==> src/rtl/traffic_phase_ctrl.sv <==
// Four-way intersection phase sequencer: green -> yellow -> all-red per direction,
// with request-driven direction selection and an emergency all-red hold.
module traffic_phase_ctrl #(
   parameter int GREEN_TICKS  = 5,
   parameter int YELLOW_TICKS = 2,
   parameter int ALLRED_TICKS = 1,
   parameter int SKIP_EMPTY   = 1,
   parameter int CNT_W        = 8
) (
   input  logic        clk,
   input  logic        rst_n,
   input  logic        tick,
   input  logic [3:0]  veh_req,
   input  logic        emerg,
   output logic [11:0] lights,
   output logic [1:0]  cur_dir,
   output logic [2:0]  phase,
   output logic        phase_start
);

   typedef enum logic [2:0] {
      PH_ALLRED     = 3'd0,
      PH_GREEN      = 3'd1,
      PH_YELLOW     = 3'd2,
      PH_EMERG_HOLD = 3'd3
   } phase_t;

   localparam logic [CNT_W-1:0] GREEN_LOAD  = CNT_W'(GREEN_TICKS - 1);
   localparam logic [CNT_W-1:0] YELLOW_LOAD = CNT_W'(YELLOW_TICKS - 1);
   localparam logic [CNT_W-1:0] ALLRED_LOAD = CNT_W'(ALLRED_TICKS - 1);
   localparam logic [11:0]      ALL_RED     = 12'b100_100_100_100;

   phase_t           state_q;
   phase_t           state_d;
   logic [CNT_W-1:0] cnt_q;
   logic [CNT_W-1:0] cnt_d;
   logic [1:0]       dir_q;
   logic [1:0]       dir_d;
   logic [11:0]      lights_q;
   logic             phase_start_q;
   logic             tick_end;
   logic [1:0]       sel_dir;

   // First requesting direction after cur, wrapping back to cur itself last.
   function automatic logic [1:0] pick_dir(input logic [1:0] cur, input logic [3:0] req);
      logic [1:0] cand;
      logic [1:0] pick;
      logic       found;
      pick  = cur + 2'd1;
      found = 1'b0;
      if (SKIP_EMPTY != 0) begin
         for (int k = 1; k <= 4; k++) begin
            cand = cur + k[1:0];
            if (!found && req[cand]) begin
               pick  = cand;
               found = 1'b1;
            end
         end
      end
      return pick;
   endfunction

   function automatic logic [11:0] decode_lights(input phase_t ph, input logic [1:0] dir);
      logic [11:0] l;
      l = ALL_RED;
      case (ph)
         PH_GREEN:  l[3*dir +: 3] = 3'b001;
         PH_YELLOW: l[3*dir +: 3] = 3'b010;
         default:   l = ALL_RED;
      endcase
      return l;
   endfunction

   assign tick_end = tick && (cnt_q == '0);
   assign sel_dir  = pick_dir(dir_q, veh_req);

   always_comb begin
      state_d = state_q;
      cnt_d   = cnt_q;
      dir_d   = dir_q;
      case (state_q)
         PH_ALLRED: begin
            if (tick_end) begin
               if (emerg) begin
                  state_d = PH_EMERG_HOLD;
                  cnt_d   = '0;
               end else begin
                  state_d = PH_GREEN;
                  cnt_d   = GREEN_LOAD;
                  dir_d   = sel_dir;
               end
            end else if (tick) begin
               cnt_d = cnt_q - 1'b1;
            end
         end
         PH_GREEN: begin
            // Emergency cuts green short immediately, whatever the tick is doing.
            if (emerg || tick_end) begin
               state_d = PH_YELLOW;
               cnt_d   = YELLOW_LOAD;
            end else if (tick) begin
               cnt_d = cnt_q - 1'b1;
            end
         end
         PH_YELLOW: begin
            if (tick_end) begin
               state_d = PH_ALLRED;
               cnt_d   = ALLRED_LOAD;
            end else if (tick) begin
               cnt_d = cnt_q - 1'b1;
            end
         end
         PH_EMERG_HOLD: begin
            if (!emerg) begin
               state_d = PH_ALLRED;
               cnt_d   = ALLRED_LOAD;
            end
         end
         default: begin
            state_d = PH_ALLRED;
            cnt_d   = ALLRED_LOAD;
         end
      endcase
   end

   // Lights and phase_start are computed from the next state so they stay registered.
   always_ff @(posedge clk or negedge rst_n) begin
      if (!rst_n) begin
         state_q       <= PH_ALLRED;
         cnt_q         <= ALLRED_LOAD;
         dir_q         <= 2'd3;
         lights_q      <= ALL_RED;
         phase_start_q <= 1'b0;
      end else begin
         state_q       <= state_d;
         cnt_q         <= cnt_d;
         dir_q         <= dir_d;
         lights_q      <= decode_lights(state_d, dir_d);
         phase_start_q <= (state_d != state_q);
      end
   end

   assign lights      = lights_q;
   assign cur_dir     = dir_q;
   assign phase       = state_q;
   assign phase_start = phase_start_q;

endmodule

==> config.mk <==
export PLATFORM = sky130hd
export DESIGN_NAME = traffic_phase_ctrl
export DESIGN_NICKNAME = d
export VERILOG_FILES = /design/src/rtl/traffic_phase_ctrl.sv
export SDC_FILE = /design/constraint.sdc
export NUM_CORES = 1
export LEC_CHECK = 0
export CAP_MARGIN = 10
export CORE_MARGIN = 2
export CORE_UTILIZATION = 52
export CTS_CLUSTER_SIZE = 28
export DETAILED_ROUTE_END_ITERATION = 12
export HOLD_SLACK_MARGIN = 0.02
export PLACE_DENSITY = 0.78
export SLEW_MARGIN = 15
export SYNTH_ARGS = -nofsm -noshare
export SYNTH_HDL_FRONTEND = slang
export SYNTH_SLANG_ARGS = --single-unit
==> constraint.sdc <==
create_clock -name clk -period 3.59 [get_ports clk]
set_clock_uncertainty 0.1 [all_clocks]
set_input_delay 0.8975 -clock clk [delete_from_list [all_inputs] [get_ports clk]]
set_output_delay 0.8975 -clock clk [all_outputs]
set_load 0.02 [all_outputs]
**Word level (Yosys, flattened, before mapping)**

Index checks and enable logic that the tools add are counted.

- Div/mod/pow operators: 0
- Reduce and logical (&&, ||, !) cells: 10
- Multiplexer cells: 31
- Order comparisons: 4
- $mul: 1
- Shift-type cells: 3
- $add $sub $neg: 5
- Equal/unequal tests: 7
- Bitwise operators: 5

Operator list:

| cell | count |
|---|---|
| $shiftx 3x34->12 const A | 2 |
| $mux 8 | 5 |
| $neg 4->34 | 1 |
| $shift 3x34->12 const A | 1 |
| $pmux 8 s4 | 1 |
| $pmux 12 s2 | 1 |
| $and 8x8->8 | 2 |
| $mux 3 | 5 |
| $mux 2 | 7 |
| $lt 2x3->1 const B | 4 |
| $pmux 3 s4 | 1 |
| $eq 3x2->1 const B | 3 |
| $bmux 1 s2 | 4 |
| $logic_not 8->1 | 1 |
| $or 4x4->4 | 2 |
| $sub 8x1->8 const B | 1 |
| $mux 1 | 7 |
| $eq 3x1->1 const B | 2 |
| $add 2x2->2 const B | 2 |
| $logic_and 1x1->1 | 4 |
| $mul 2x2->4 const A | 1 |
| $not 4->4 | 1 |
| $logic_not 1->1 | 3 |
| $logic_not 3->1 | 1 |
| other kinds (4) | 4 |

- Latch bits: 0
- Bits in writable memories: 0
- Bits in registers: 26
- Memory bits (read-only): 0
- Output and inout port bits: 18
- Word-level logic and storage cells: 71
- Memories: 0
- Bits of input ports: 8

**Longest topological paths before layout**

- Word-level depth: 22
- Depth in mapped cells: 10
- Gate-level depth less buffers: 7

**Least setup slack after synthesis**

OpenSTA, ideal clock, no wires.

- Kind: input to register
- Start point: input tick
- End point: register lights_q[0] (netlist: lights[0])
- Setup slack: 0.740 ns
- Setup time: 0.131 ns
- Arrival: 2.619 ns
- Stages: 8
- Path buffers: 3
- Required time: 3.359 ns
- Cells stage by stage: or4b_1 buf_2 or2_1 buf_2 nor4_4 buf_6 mux2i_1 a21oi_1

- Word-level cells in the longest chain between the ends: 8
- Elaborated cells between the ends (all ways): 18
- Those cells by class: add/sub (1); mul (1); eq/ne (2); shift (3); mux (7); bitwise (2); reduce/logical (2)

Ends and longest elaborated chain:

| element | line | text |
|---|---|---|
| from (decl) | 12 | `input logic tick,` |
| $logic_and 1x1->1 (*) | 74 | `assign tick_end = tick && (cnt_q == '0);` |
| $mux 2 | 83 | `if (tick_end) begin` |
| $mux 2 | 81 | `case (state_q)` |
| $mul 2x2->4 | 67, 68 |  |
| $neg 4->34 | 67, 68 |  |
| $shiftx 3x34->12, or another cell as far along | 68 | `PH_YELLOW: l[3*dir +: 3] = 3'b010;` |
| $and 8x8->8 (no line) | - |  |
| $pmux 12 s2 (*) | 66 | `case (ph)` |
| to (signal assigned) | 138 | `lights_q <= decode_lights(state_d, dir_d);` |
| to (decl) | 39 | `logic [11:0] lights_q;` |

Every way passes the cells marked *; elsewhere a longest branch is shown, timed or not.
A chain may end at the register's enable or synchronous reset.

**Worst setup path in the final report**

- Start point: input tick
- End point: register lights_q[3] (netlist: lights[3])

Same word-level chain as after synthesis.

==> reports/summary.md <==
The achievable clock frequency is 320 MHz. Nature of the critical path endpoint: a flip-flop. Once detail routing completed, the nets flagged for antenna violations numbered 0. In the synthesized netlist, the number of instances is 177. The minimum setup slack among reg-to-reg paths was 710 ps. The clock net in this run drives a total of 26 sinks. The number of enable-type register cells in the synthesized netlist was 0; the remaining design rule violation count was 3. The via-per-instance ratio works out to 6.00. The number of clock buffers inserted by TritonCTS is 3. The starting density of the core was 55.5%. The clock-pin transition on the worst setup and hold timing paths is 150 ps. The run finished, with violations left. The run gives 0 as the number of warnings issued by yosys. Port buffering added 25 buffers.

For the number of vias in the routed layout, the log shows 1405. The largest single stage delay on the critical path is 460 ps. The die covers 3450 µm². The first TritonRoute pass finished after 9 iterations. For this design the ratio of total power to cell area is 747 nW/µm². The synthesized design contains 26 register bits.

Of all nets on the critical path, the largest fanout is 8. The height of the die works out to 58.7 µm. The startpoint class of the critical path is a primary input.

Of the synthesized area, sequential elements account for 42.2%. After floorplanning, the core was divided into 19 placement rows. The number of failing hold endpoints at the final stage was 0.

VDD sags by at most 398 µV. The run gives 3620 µm as the wire length after detailed routing. The path class of the tightest hold or removal check is reg -> reg.

The library cell used most frequently in the layout, excluding fill and tap cells, is sky130_fd_sc_hd__clkdlybuf4s50_1. The signal arrival time at the worst endpoint was 3240 ps; the final-layout fill cell count was 229. In the global route stage, overall resource usage came out at 23.2%. Among all flip-flop cells after synthesis, the most frequent one is sky130_fd_sc_hd__dfrtp_1. For the finished layout, the period the worst path requires is 3130 ps.

For the post-CTS setup-driven buffer insertion count, the log shows 0. The clock passes through at most 2 buffers. The count of hold buffers inserted by post-cts repair was 0. In the final layout, the share of cells above drive strength 1 is 9.85%. The number of global-route vias before repair is 1374, and the area of the core is 2810 µm².

At the pin with the least slew margin, the transition time is 560 ps. The count of instances resized after the clock tree is built was 0. The critical path goes through clkdlybuf4s50_1 > or4b_1 > or2_1 > nor4_4 > buf_4 > mux2i_1 > a21oi_1. From left edge to right edge, the die measures 58.7 µm. The total overflow left after global routing is 0.

Detailed placement ended at an HPWL of 2620 µm. The number of nets handed over by synthesis was 187. Setup violations remaining at the end of the flow were counted as 0. For the normalized max-slew margin, the log shows 62.3%. The largest individual stage delay along the critical path comes from the cell sky130_fd_sc_hd__clkdlybuf4s50_1.

The average size of a mapped cell is 8.80 µm², and the number of max-capacitance violations reported is 0. The class of the most critical setup path is in -> reg. In this run, distinct cell masters in the synthesized netlist total 44. Dividing the detail-routed wire length by the instance count gives 15.5 µm. The root buffer cell chosen for the clock tree is sky130_fd_sc_hd__clkbuf_4. The CTS H-tree depth came out at 1. In this run the count of I/O pins placed on the die edge is 26. The congestion estimate from routability-driven global placement came to 0.886. The post-route fraction of the period consumed by the critical path works out to 87.1%. Compared with the post-synthesis result, the final layout area differs by 22.2%.

For this run, the post-layout net count is 214. In this run the static leakage power is 0.763 nW. The number of antenna diodes in the final layout is 0.

The first routing iteration left 50 violations. The checks that failed: DRC. For the final routed database, the setup TNS stands at 0 ps. The clock reaches the later pin of the worst-skew pair after 320 ps. For the first-pass GRT wire length, the log shows 6150 µm.

The logs give 3700 ps for the endpoint required time on the critical path and 0 for the number of antenna violations at the first check in global routing. Summing every instance area after synthesis gives 1560 µm². The run gives 27 as the pin count of the biggest net entering global routing. Setup repair after global routing left no endpoint under its margin.

TritonCTS built the clock tree. Of all flip-flops after synthesis, the portion carrying an async set or reset was 100%. For the total count of max-transition violations in the final report, the log shows 0. In the layout the commonest cells are sky130_fd_sc_hd__clkdlybuf4s50_1 (25), sky130_fd_sc_hd__dfrtp_1 (20), sky130_fd_sc_hd__a21oi_1 (18), sky130_fd_sc_hd__nor2_1 (12), sky130_fd_sc_hd__o21ai_0 (12).

The run gives 1.42 mW as the post-layout total power.
-- kinds of logic (layout without fill, tap and decap cells) --
logic type                 after synthesis  count (layout)  synth area share, %
xor gates and xnor gates                 3               3                 1.69
other                                    1               1                0.241
muxes                                    5               5                 3.29
AOI/OAI and AO/OA                       61              61                 23.8
and+or+nand+nor                         60              60                 21.8
buffers and inverters                   19              45                 5.30
adders and majority gates                2               2                 1.61
DFF                                     26              26                 42.2
-- layout make-up --
type / instances / area (µm²) / area share (%)
clock buffers: 3 / 22.5 / 1.18
clock inverters: 1 / 30.0 / 1.58
inverters: 9 / 33.8 / 1.78
flip-flops and latches: 26 / 658 / 34.6
repair buffers: 32 / 303 / 15.9
well taps: 31 / 38.8 / 2.04
multi-input cells: 132 / 817 / 42.9
-- metrics by stage --
| stage | worst slack, ps | instance area [µm²] | util [%] | hold WS (ps) | std cells |
|---|---|---|---|---|---|
| after floorplan | 740 | 1560 | - | 337 | 177 |
| after detailed placement | 148 | 1850 | 66.0 | 362 | 230 |
| after global placement | 234 | 1850 | 66.0 | 364 | 230 |
| after CTS | 508 | 1900 | 67.8 | 385 | 234 |
| final | 461 | 1900 | 67.8 | 387 | 234 |
| after global routing | 352 | 1900 | 67.8 | 417 | 234 |
-- critical path: cells and delay by family --
family	cells	cell delay, ps
compound gates	1	120
buf+inv	2	690
mux	1	300
simple gates	3	1230
-- flip-flops by register name, indices dropped and copies added, names as in the netlist --
signal,cells
cnt_q,8
cur_dir,2
lights,12
phase,3
phase_start,1
-- path summary, 6_finish.rpt --
path / cells after the start / end / from
setup / recovery: 7 / lights[3] / tick
hold / removal: 1 / cnt_q[7] / cnt_q[7]
setup reg to reg: 8 / lights[3] / cnt_q[0]
hold reg to reg: 1 / cnt_q[7] / cnt_q[7]
max in group asynchronous: 2 / lights[2] / rst_n
min in group asynchronous: 2 / lights[3] / rst_n
-- layer usage --
metal,part of all wire (%),vias to the layer above,global-route usage (%)
met3,5.0,4,2.86
met1,39,655,26.7
li1,-,695,-
met2,56,51,44.1
met5,0,-,0
met4,0.72,0,7.14
-- power breakdown --
part,leakage (nW),internal [mW],switching (mW)
Combinational,0.404,0.301,0.423
Clock,0.0279,0.113,0.0918
Sequential,0.332,0.387,0.105
-- cell usage after synthesis (3+ instances only) --
| cell | instances | area, µm² |
|---|---|---|
| sky130_fd_sc_hd__dfrtp_1 | 20 | 500 |
| sky130_fd_sc_hd__inv_1 | 9 | 33.8 |
| sky130_fd_sc_hd__clkbuf_1 | 6 | 22.5 |
| sky130_fd_sc_hd__a21oi_1 | 18 | 90.1 |
| sky130_fd_sc_hd__nand3_1 | 5 | 25.0 |
| sky130_fd_sc_hd__or3_1 | 3 | 18.8 |
| sky130_fd_sc_hd__nand2_1 | 10 | 37.5 |
| sky130_fd_sc_hd__buf_2 | 3 | 15.0 |
| sky130_fd_sc_hd__nand4_1 | 6 | 37.5 |
| sky130_fd_sc_hd__nand2b_1 | 6 | 37.5 |
| sky130_fd_sc_hd__mux2i_1 | 4 | 40.0 |
| sky130_fd_sc_hd__nor2_1 | 12 | 45.0 |
| sky130_fd_sc_hd__nor2b_1 | 5 | 31.3 |
| sky130_fd_sc_hd__a31oi_1 | 3 | 18.8 |
| sky130_fd_sc_hd__o21ai_1 | 10 | 50.1 |
| sky130_fd_sc_hd__dfstp_2 | 6 | 158 |
| sky130_fd_sc_hd__o21ai_0 | 12 | 60.1 |
| sky130_fd_sc_hd__a21bo_1 | 4 | 40.0 |
Note: power is estimated with default switching activity, not from simulation.
